### config.mk
export PLATFORM = sky130hd
export DESIGN_NAME = lsu_load_store
export DESIGN_NICKNAME = d
export VERILOG_FILES = /design/src/rtl/lsu_load_store.sv
export SDC_FILE = /design/constraint.sdc
export NUM_CORES = 1
export LEC_CHECK = 0
export CORE_MARGIN = 5
export CORE_UTILIZATION = 40
export CTS_CLUSTER_SIZE = 12
export DETAILED_ROUTE_END_ITERATION = 16
export HOLD_SLACK_MARGIN = 0.15
export PLACE_DENSITY_LB_ADDON = 0.15
export SYNTH_ARGS = -nofsm -noshare
export SYNTH_HDL_FRONTEND = slang
export SYNTH_SLANG_ARGS = --single-unit
### constraint.sdc
create_clock -name clk -period 1.77 [get_ports clk]
set_input_delay 0.2655 -clock clk [delete_from_list [all_inputs] [get_ports clk]]
set_output_delay 0.2655 -clock clk [all_outputs]
set_load 0.005 [all_outputs]
### src/rtl/lsu_load_store.sv
// RV32I load/store unit: drives one ready/valid data-memory transfer per access
// and returns the aligned, sign/zero-extended load value for write-back.
module lsu_load_store #(
  parameter int unsigned TIMEOUT = 255
) (
  input  logic        clk,
  input  logic        rst_n,
  input  logic        start,
  input  logic        is_store,
  input  logic [2:0]  funct3,
  input  logic [31:0] addr,
  input  logic [31:0] rs2_data,
  output logic        mem_req,
  output logic        mem_we,
  output logic [3:0]  mem_be,
  output logic [31:0] mem_addr,
  output logic [31:0] mem_wdata,
  input  logic        mem_ready,
  input  logic [31:0] mem_rdata,
  output logic        stall,
  output logic        done,
  output logic [31:0] wr_data,
  output logic        misalign,
  output logic        bus_err
);

  localparam int unsigned CW    = ($clog2(TIMEOUT + 1) > 8) ? $clog2(TIMEOUT + 1) : 8;
  localparam bit          TO_EN = (TIMEOUT != 0);

  typedef enum logic [1:0] {IDLE, REQ, DONE} state_t;

  state_t        state;
  logic [CW-1:0] wait_cnt;
  logic [1:0]    lat_off;
  logic [2:0]    lat_f3;

  logic        legal;
  logic        aligned;
  logic [3:0]  be_fmt;
  logic [31:0] wdata_fmt;
  logic [31:0] rdata_shift;
  logic [31:0] load_val;

  // Decode legality and natural alignment of the presented access
  always_comb begin
    legal   = 1'b0;
    aligned = 1'b1;
    if (is_store) legal = (funct3 == 3'b000) || (funct3 == 3'b001) || (funct3 == 3'b010);
    else          legal = (funct3 == 3'b000) || (funct3 == 3'b001) || (funct3 == 3'b010) ||
                          (funct3 == 3'b100) || (funct3 == 3'b101);
    case (funct3[1:0])
      2'b01:   aligned = ~addr[0];
      2'b10:   aligned = (addr[1:0] == 2'b00);
      default: aligned = 1'b1;
    endcase
  end

  // Store lane replication and byte enables; loads always read the full word
  always_comb begin
    be_fmt    = 4'b1111;
    wdata_fmt = rs2_data;
    if (is_store) begin
      case (funct3[1:0])
        2'b00: begin
          be_fmt    = 4'b0001 << addr[1:0];
          wdata_fmt = {4{rs2_data[7:0]}};
        end
        2'b01: begin
          be_fmt    = 4'b0011 << addr[1:0];
          wdata_fmt = {2{rs2_data[15:0]}};
        end
        default: begin
          be_fmt    = 4'b1111;
          wdata_fmt = rs2_data;
        end
      endcase
    end
  end

  // Align the returned word to the latched byte offset and extend it
  always_comb begin
    rdata_shift = mem_rdata >> {lat_off, 3'b000};
    case (lat_f3)
      3'b000:  load_val = {{24{rdata_shift[7]}}, rdata_shift[7:0]};
      3'b001:  load_val = {{16{rdata_shift[15]}}, rdata_shift[15:0]};
      3'b100:  load_val = {24'h0, rdata_shift[7:0]};
      3'b101:  load_val = {16'h0, rdata_shift[15:0]};
      default: load_val = rdata_shift;
    endcase
  end

  assign stall = (state == REQ) | ((state == IDLE) & start & legal & aligned);

  always_ff @(posedge clk or negedge rst_n) begin
    if (!rst_n) begin
      state     <= IDLE;
      wait_cnt  <= '0;
      lat_off   <= 2'b00;
      lat_f3    <= 3'b000;
      mem_req   <= 1'b0;
      mem_we    <= 1'b0;
      mem_be    <= 4'b0000;
      mem_addr  <= 32'h0;
      mem_wdata <= 32'h0;
      done      <= 1'b0;
      misalign  <= 1'b0;
      bus_err   <= 1'b0;
      wr_data   <= 32'h0;
    end else begin
      done     <= 1'b0;
      misalign <= 1'b0;
      bus_err  <= 1'b0;
      case (state)
        IDLE: begin
          if (start) begin
            if (legal && aligned) begin
              state     <= REQ;
              wait_cnt  <= '0;
              lat_off   <= addr[1:0];
              lat_f3    <= funct3;
              mem_req   <= 1'b1;
              mem_we    <= is_store;
              mem_be    <= be_fmt;
              mem_addr  <= {addr[31:2], 2'b00};
              mem_wdata <= wdata_fmt;
            end else begin
              misalign <= 1'b1;
            end
          end
        end
        REQ: begin
          if (mem_ready) begin
            mem_req <= 1'b0;
            done    <= 1'b1;
            state   <= DONE;
            if (!mem_we) wr_data <= load_val;
          end else if (TO_EN && ((wait_cnt + CW'(1)) == CW'(TIMEOUT))) begin
            mem_req <= 1'b0;
            bus_err <= 1'b1;
            state   <= IDLE;
          end else begin
            wait_cnt <= wait_cnt + CW'(1);
          end
        end
        DONE:    state <= IDLE;
        default: state <= IDLE;
      endcase
    end
  end

endmodule

# Word level (Yosys, flattened, before mapping)
# Cells that the tools add are included.
# word_totals
regBits	118
input_bits	104
out_inout_bits	106
word_cells	85
# classes
addsub	1
n_eq_ne	16
shifts	3
n_mux	30
bitwise_logic	6
n_reduce_logical	16
# op_table
cell	n
one-hot mux 32 bit (4 select lines)	1
one-hot mux 32 bit (2 select lines)	1
2-to-1 mux 32 bit	1
2-to-1 mux 8 bit	4
>> shifter 32 x 5 -> 32 bit	1
one-hot mux 8 bit (2 select lines)	1
2-to-1 mux 1 bit	13
== test 3 bit (second input constant)	4
AND reduction 3 bit	3
adder 8 x 1 -> 8 bit (second input constant)	1
== test 8 bit (second input constant)	1
2-to-1 mux 2 bit	4
one-hot mux 4 bit (2 select lines)	1
== test 3 x 1 -> 1 bit (second input constant)	2
logical NOT 2 bit	3
logical NOT 3 bit	2
!= test 2 bit (second input constant)	3
AND reduction 5 bit	1
== test 2 x 1 -> 1 bit (second input constant)	2
logical OR 1 bit	4
2-to-1 mux 4 bit	1
one-hot mux 1 bit (2 select lines)	2
one-hot mux 2 bit (2 select lines)	1
AND reduction 4 bit	1
other kinds (11)	14

# Depth between registers and ports, before layout
# depth
ltp_word	10
depth_mapped	11
mapped_depth_nobuf	7

# Worst setup path after synthesis
# OpenSTA, ideal clock, no wires.
# synth_timing
path_type	in2out
from	in funct3[0]
to	out stall
arrival_time_ns	1.677
required_time_ns	1.505
path_slack_ns	-0.173
path_stages	10
n_path_buf	4
path_cell_list	inv_1 ha_1 buf_2 nor3_1 a211o_1 a21o_1 buf_6 buf_6 clkbuf_1 nand2_1
# synth_between
elab_chain_cells	9
word_cells_on_any_way	16
classes_between	eq/ne (6); mux (2); bitwise (3); reduce/logical (5)
# synth_lines
item	line_no	source
start: declaration	10	input logic [2:0] funct3,
== test 3 x 1 -> 1 bit / logical NOT 3 bit (equally long branches)	48, 49	
logical OR 1 bit (2 in series)	48, 49	
logical OR 1 bit	49	else legal = (funct3 == 3'b000) || (funct3 == 3'b001) || (funct3 == 3'b010) ||
logical OR 1 bit	50	(funct3 == 3'b100) || (funct3 == 3'b101);
2-to-1 mux 1 bit	48	if (is_store) legal = (funct3 == 3'b000) || (funct3 == 3'b001) || (funct3 == 3'b010);
bitwise AND 1 bit	92	assign stall = (state == REQ) | ((state == IDLE) & start & legal & aligned);
bitwise AND 1 bit *	92	
bitwise OR 1 bit *	92	
end: declaration	20	output logic stall,
# Every way passes the cells marked *; elsewhere a longest branch is shown, timed or not.

# Final worst setup path
# layout_timing
from	reg state[1]
to	reg mem_wdata[2]
# layout_between
elab_chain_cells	2
# layout_lines
item	line_no	source
start: declaration	32	state_t state;
start signal: assignment	96	state <= IDLE;
start signal: assignment	117	state <= REQ;
start signal: assignment	135	state <= DONE;
logical NOT 2 bit	113	case (state)
AND reduction 3 bit (no source line)	n/a	
end signal: assignment	125	mem_wdata <= wdata_fmt;
end: declaration	17	output logic [31:0] mem_wdata,
# No other way between the ends.
# A chain may end at the register's enable or synchronous reset.

==> metrics.txt <==
# TYPE chip_impl_metric gauge
chip_impl_metric{name="synthesis.area_per_instance",unit="um^2"} 10.9
chip_impl_metric{name="layout-area-overhead-vs-synth",unit="%"} 66.0
chip_impl_metric{name="clkLatencyLatePin",unit="ns"} 0.41
chip_impl_metric{name="min_period",unit="ns"} 2.05
chip_impl_metric{name="clockBufferDepth",unit=""} 2
chip_impl_metric{name="drt_first_pass_iters",unit=""} 4
chip_impl_info{name="grt_setup_unrepaired",value="yes"} 1
chip_impl_metric{name="detail-route-antenna-nets",unit=""} 0
chip_impl_metric{name="tightestPinTransition",unit="ns"} 0.530
chip_impl_metric{name="die_height",unit="um"} 128
chip_impl_metric{name="ctsHtreeMaxLevel",unit=""} 4
chip_impl_info{name="netlist_top_cells_count",value="sky130_fd_sc_hd__dfrtp_1 (118), sky130_fd_sc_hd__mux2_2 (50), sky130_fd_sc_hd__nand2_1 (45)"} 1
chip_impl_metric{name="die-width",unit="um"} 128
chip_impl_metric{name="clkSlewWorstSetupHoldPaths",unit="ns"} 0.06
chip_impl_metric{name="power.ir.vdd_worst",unit="V"} 0.000844
chip_impl_metric{name="powerDensity",unit="nW/um^2"} 1380
chip_impl_metric{name="finalInstanceArea",unit="um^2"} 9200
chip_impl_metric{name="critical_path_data_required_time",unit="ns"} 2.06
chip_impl_metric{name="cts_buffers",unit=""} 17
chip_impl_metric{name="core_area",unit="um^2"} 13700
chip_impl_info{name="holdCritPathClass",value="in2async"} 1
chip_impl_metric{name="hpwl",unit="mm"} 12.4
chip_impl_metric{name="vias_per_cell",unit=""} 5.13
chip_impl_info{name="synth-main-ff-cell",value="sky130_fd_sc_hd__dfrtp_1"} 1
chip_impl_metric{name="synth_edf_count",unit=""} 0
chip_impl_metric{name="die_area",unit="um^2"} 16300
chip_impl_metric{name="postSynthRegisterBits",unit=""} 118
chip_impl_metric{name="timing.clock.skew",unit="ns"} 0.0110
chip_impl_metric{name="synth_largest_type_area_fraction",unit="%"} 53.3
chip_impl_metric{name="route.final.wire_length",unit="mm"} 17.6
chip_impl_info{name="most_common_cell_in_the_synthesized_netlist",value="sky130_fd_sc_hd__dfrtp_1"} 1
chip_impl_metric{name="start_util",unit="%"} 40.4
chip_impl_metric{name="nNetsFinal",unit=""} 871
chip_impl_metric{name="grt_start_max_net_pins",unit=""} 40
chip_impl_info{name="worst_setup_path_start_kind",value="flip-flop"} 1
chip_impl_metric{name="floorplan.rows",unit=""} 43
chip_impl_info{name="yosys.area.top_type",value="sky130_fd_sc_hd__dfrtp_1"} 1
chip_impl_metric{name="routed_wire_length_per_instance",unit="um"} 18.4
chip_impl_info{name="run_status",value="complete, but fails checks"} 1
chip_impl_info{name="violations",value="setup timing"} 1
chip_impl_metric{name="io_buffer_count",unit=""} 207
chip_impl_metric{name="post_synth_instance_area",unit="um^2"} 5540
chip_impl_info{name="clock-root-buffer",value="sky130_fd_sc_hd__clkbuf_16"} 1
chip_impl_metric{name="num_io_pins",unit=""} 210
chip_impl_metric{name="globalRouteOverflowTotal",unit=""} 0
chip_impl_metric{name="critical_path.max_fanout",unit=""} 6
chip_impl_info{name="synth.top_cells.by_area",value="sky130_fd_sc_hd__dfrtp_1 (53%), sky130_fd_sc_hd__mux2_2 (10%), sky130_fd_sc_hd__mux2i_1 (4.3%)"} 1
chip_impl_metric{name="first_pass_grt_wire_length",unit="mm"} 28.2
chip_impl_metric{name="gp_congestion",unit=""} 0.830
chip_impl_metric{name="vias_in_the_first_global_route",unit=""} 5263
chip_impl_metric{name="core_occupancy_in_the_finished_layout",unit="%"} 67.0
chip_impl_metric{name="gate_count_after_technology_mapping",unit=""} 509
chip_impl_metric{name="slew_viol_final",unit=""} 0
chip_impl_metric{name="initial_antenna_violation_count",unit=""} 1
chip_impl_metric{name="timing.final.setup_violations",unit=""} 81
chip_impl_metric{name="synth.yosys.warnings",unit=""} 0
chip_impl_metric{name="tightest_slew_margin_relative_to_the_limit",unit="%"} 64.6
chip_impl_metric{name="post_synthesis_sequential_area_ratio",unit="%"} 53.3
chip_impl_metric{name="r2r.worst_path.cells",unit=""} 7
chip_impl_metric{name="cp_data_arrival_time",unit="ns"} 2.35
chip_impl_metric{name="via_count",unit=""} 4907
chip_impl_metric{name="async_flop_share",unit="%"} 100
chip_impl_metric{name="min_period_over_period",unit="%"} 116
chip_impl_info{name="worst-setup-path-type",value="reg2reg"} 1
chip_impl_metric{name="max_cap_violations",unit=""} 0
chip_impl_metric{name="max_freq",unit="MHz"} 487
chip_impl_metric{name="placed_cell_area",unit="um^2"} 8110
chip_impl_metric{name="detail_route.iter0.violations",unit=""} 263
chip_impl_metric{name="p_total",unit="W"} 0.0127
chip_impl_metric{name="final_hold_viol_count",unit=""} 0
chip_impl_metric{name="worst_slack",unit="ns"} -0.283
chip_impl_metric{name="number_of_distinct_library_cells_after_synthesis",unit=""} 45
chip_impl_metric{name="leakagePower",unit="nW"} 4.00
chip_impl_info{name="critical_path.endpoint_type",value="flip-flop"} 1
chip_impl_metric{name="count_of_unresolved_drc_violations_after_routing",unit=""} 0
chip_impl_metric{name="track_usage",unit="%"} 22.0
chip_impl_info{name="tritoncts",value="done"} 1
chip_impl_metric{name="final_layout_size_suffix_gt1_share",unit="%"} 24.3
chip_impl_metric{name="cts_sink_cnt",unit=""} 118
-- flip-flops by register name, indices dropped and copies added (netlist names) --
signal / flops
bus_err: 1
lat_f3: 3
mem_we: 1
mem_wdata: 32
done: 1
mem_req: 1
misalign: 1
state: 2
wait_cnt: 8
wr_data: 32
mem_addr: 30
mem_be: 4
lat_off: 2
-- worst paths after layout --
check / startpoint / end / slack, ns
worst max-delay path: state[1]$_DFFE_PN0P_ / mem_wdata[2]$_DFFE_PN0P_ / -0.28
worst min-delay path: rst_n / mem_wdata[19]$_DFFE_PN0P_ / 0.32
worst max register to register: state[1]$_DFFE_PN0P_ / mem_wdata[2]$_DFFE_PN0P_ / -0.28
worst min register to register: mem_wdata[19]$_DFFE_PN0P_ / mem_wdata[19]$_DFFE_PN0P_ / 0.49
max in group asynchronous: rst_n / mem_wdata[29]$_DFFE_PN0P_ / 0.88
min in group clk: funct3[1] / lat_f3[1]$_DFFE_PN0P_ / 0.41
-- power by group --
group          internal [W]  leakage (nW)  switching, W  total, W
clock               0.00196         0.268       0.00119   0.00315
sequential          0.00377          1.43      0.000648   0.00442
combinational       0.00319          2.30       0.00189   0.00508
total               0.00892          4.00       0.00374    0.0127
-- final cells by class --
type	instances	area [um^2]
Fill cell	1104	4520
Sequential cell	118	2950
Timing Repair Buffer	272	2870
Multi-Input combinational cell	349	2580
Clock buffer	24	502
Tap cell	180	225
Clock inverter	8	47.5
Inverter	4	15.0
Antenna cell	1	2.50
-- layout by cell type (no fill, tap or decap), types with 8 or more instances in the layout --
cell	n
sky130_fd_sc_hd__nor2_1	34
sky130_fd_sc_hd__mux2_2	49
sky130_fd_sc_hd__nand2_1	39
sky130_fd_sc_hd__o21ai_2	13
sky130_fd_sc_hd__a21oi_1	40
sky130_fd_sc_hd__o21ai_1	20
sky130_fd_sc_hd__a22oi_1	8
sky130_fd_sc_hd__mux2i_1	24
sky130_fd_sc_hd__clkdlybuf4s50_1	203
sky130_fd_sc_hd__clkbuf_16	18
sky130_fd_sc_hd__nor2b_1	18
sky130_fd_sc_hd__dfrtp_1	118
sky130_fd_sc_hd__o21ai_0	9
sky130_fd_sc_hd__buf_4	42
sky130_fd_sc_hd__o22a_1	8
-- timing repair --
item,CTS,global route
setup endpoints to repair,114,113
gates cloned,8,1
hold buffers,1,0
pin swaps,13,9
buffers inserted,6,1
resized for setup,71,34
hold endpoints to repair,100,0
-- per-layer routing --
| layer | global-route usage (%) | wire length (um) |
|---|---|---|
| met1 | 28.1 | 7310 |
| met3 | 6.58 | 1130 |
| met5 | 0 | 0 |
| met4 | 6.93 | 375 |
| met2 | 36.0 | 8810 |
-- through the flow --
| step | TNS [ns] | hold slack, ns | setup WS [ns] | instances |
|---|---|---|---|---|
| after floorplan | -2.25 | -0.0301 | -0.147 | 510 |
| after global placement | -57.67 | 0.203 | -0.706 | 907 |
| after detailed placement | -63.62 | 0.207 | -0.806 | 907 |
| after CTS | -19.38 | 0.327 | -0.329 | 954 |
| after global routing | -19.56 | 0.343 | -0.330 | 956 |
| final | -14.66 | 0.319 | -0.283 | 956 |
-- kinds of logic after synthesis --
family	synth area share (%)
simple gates	11.0
compound gates	15.6
xor+xnor	0.316
other cells	0.0677
mux	14.9
fa+ha+maj	1.13
flops	53.3
buf+inv	3.61
-- critical path, stage by stage (launching register included) --
cell and delay [ns]:
sky130_fd_sc_hd__dfrtp_1 0.37, sky130_fd_sc_hd__or3b_1 0.39, sky130_fd_sc_hd__a211o_1 0.25, sky130_fd_sc_hd__a21o_4 0.20
sky130_fd_sc_hd__buf_4 0.15, sky130_fd_sc_hd__buf_12 0.15, sky130_fd_sc_hd__clkbuf_16 0.16, sky130_fd_sc_hd__mux2_2 0.27
Power figures use the tool's default switching activity.
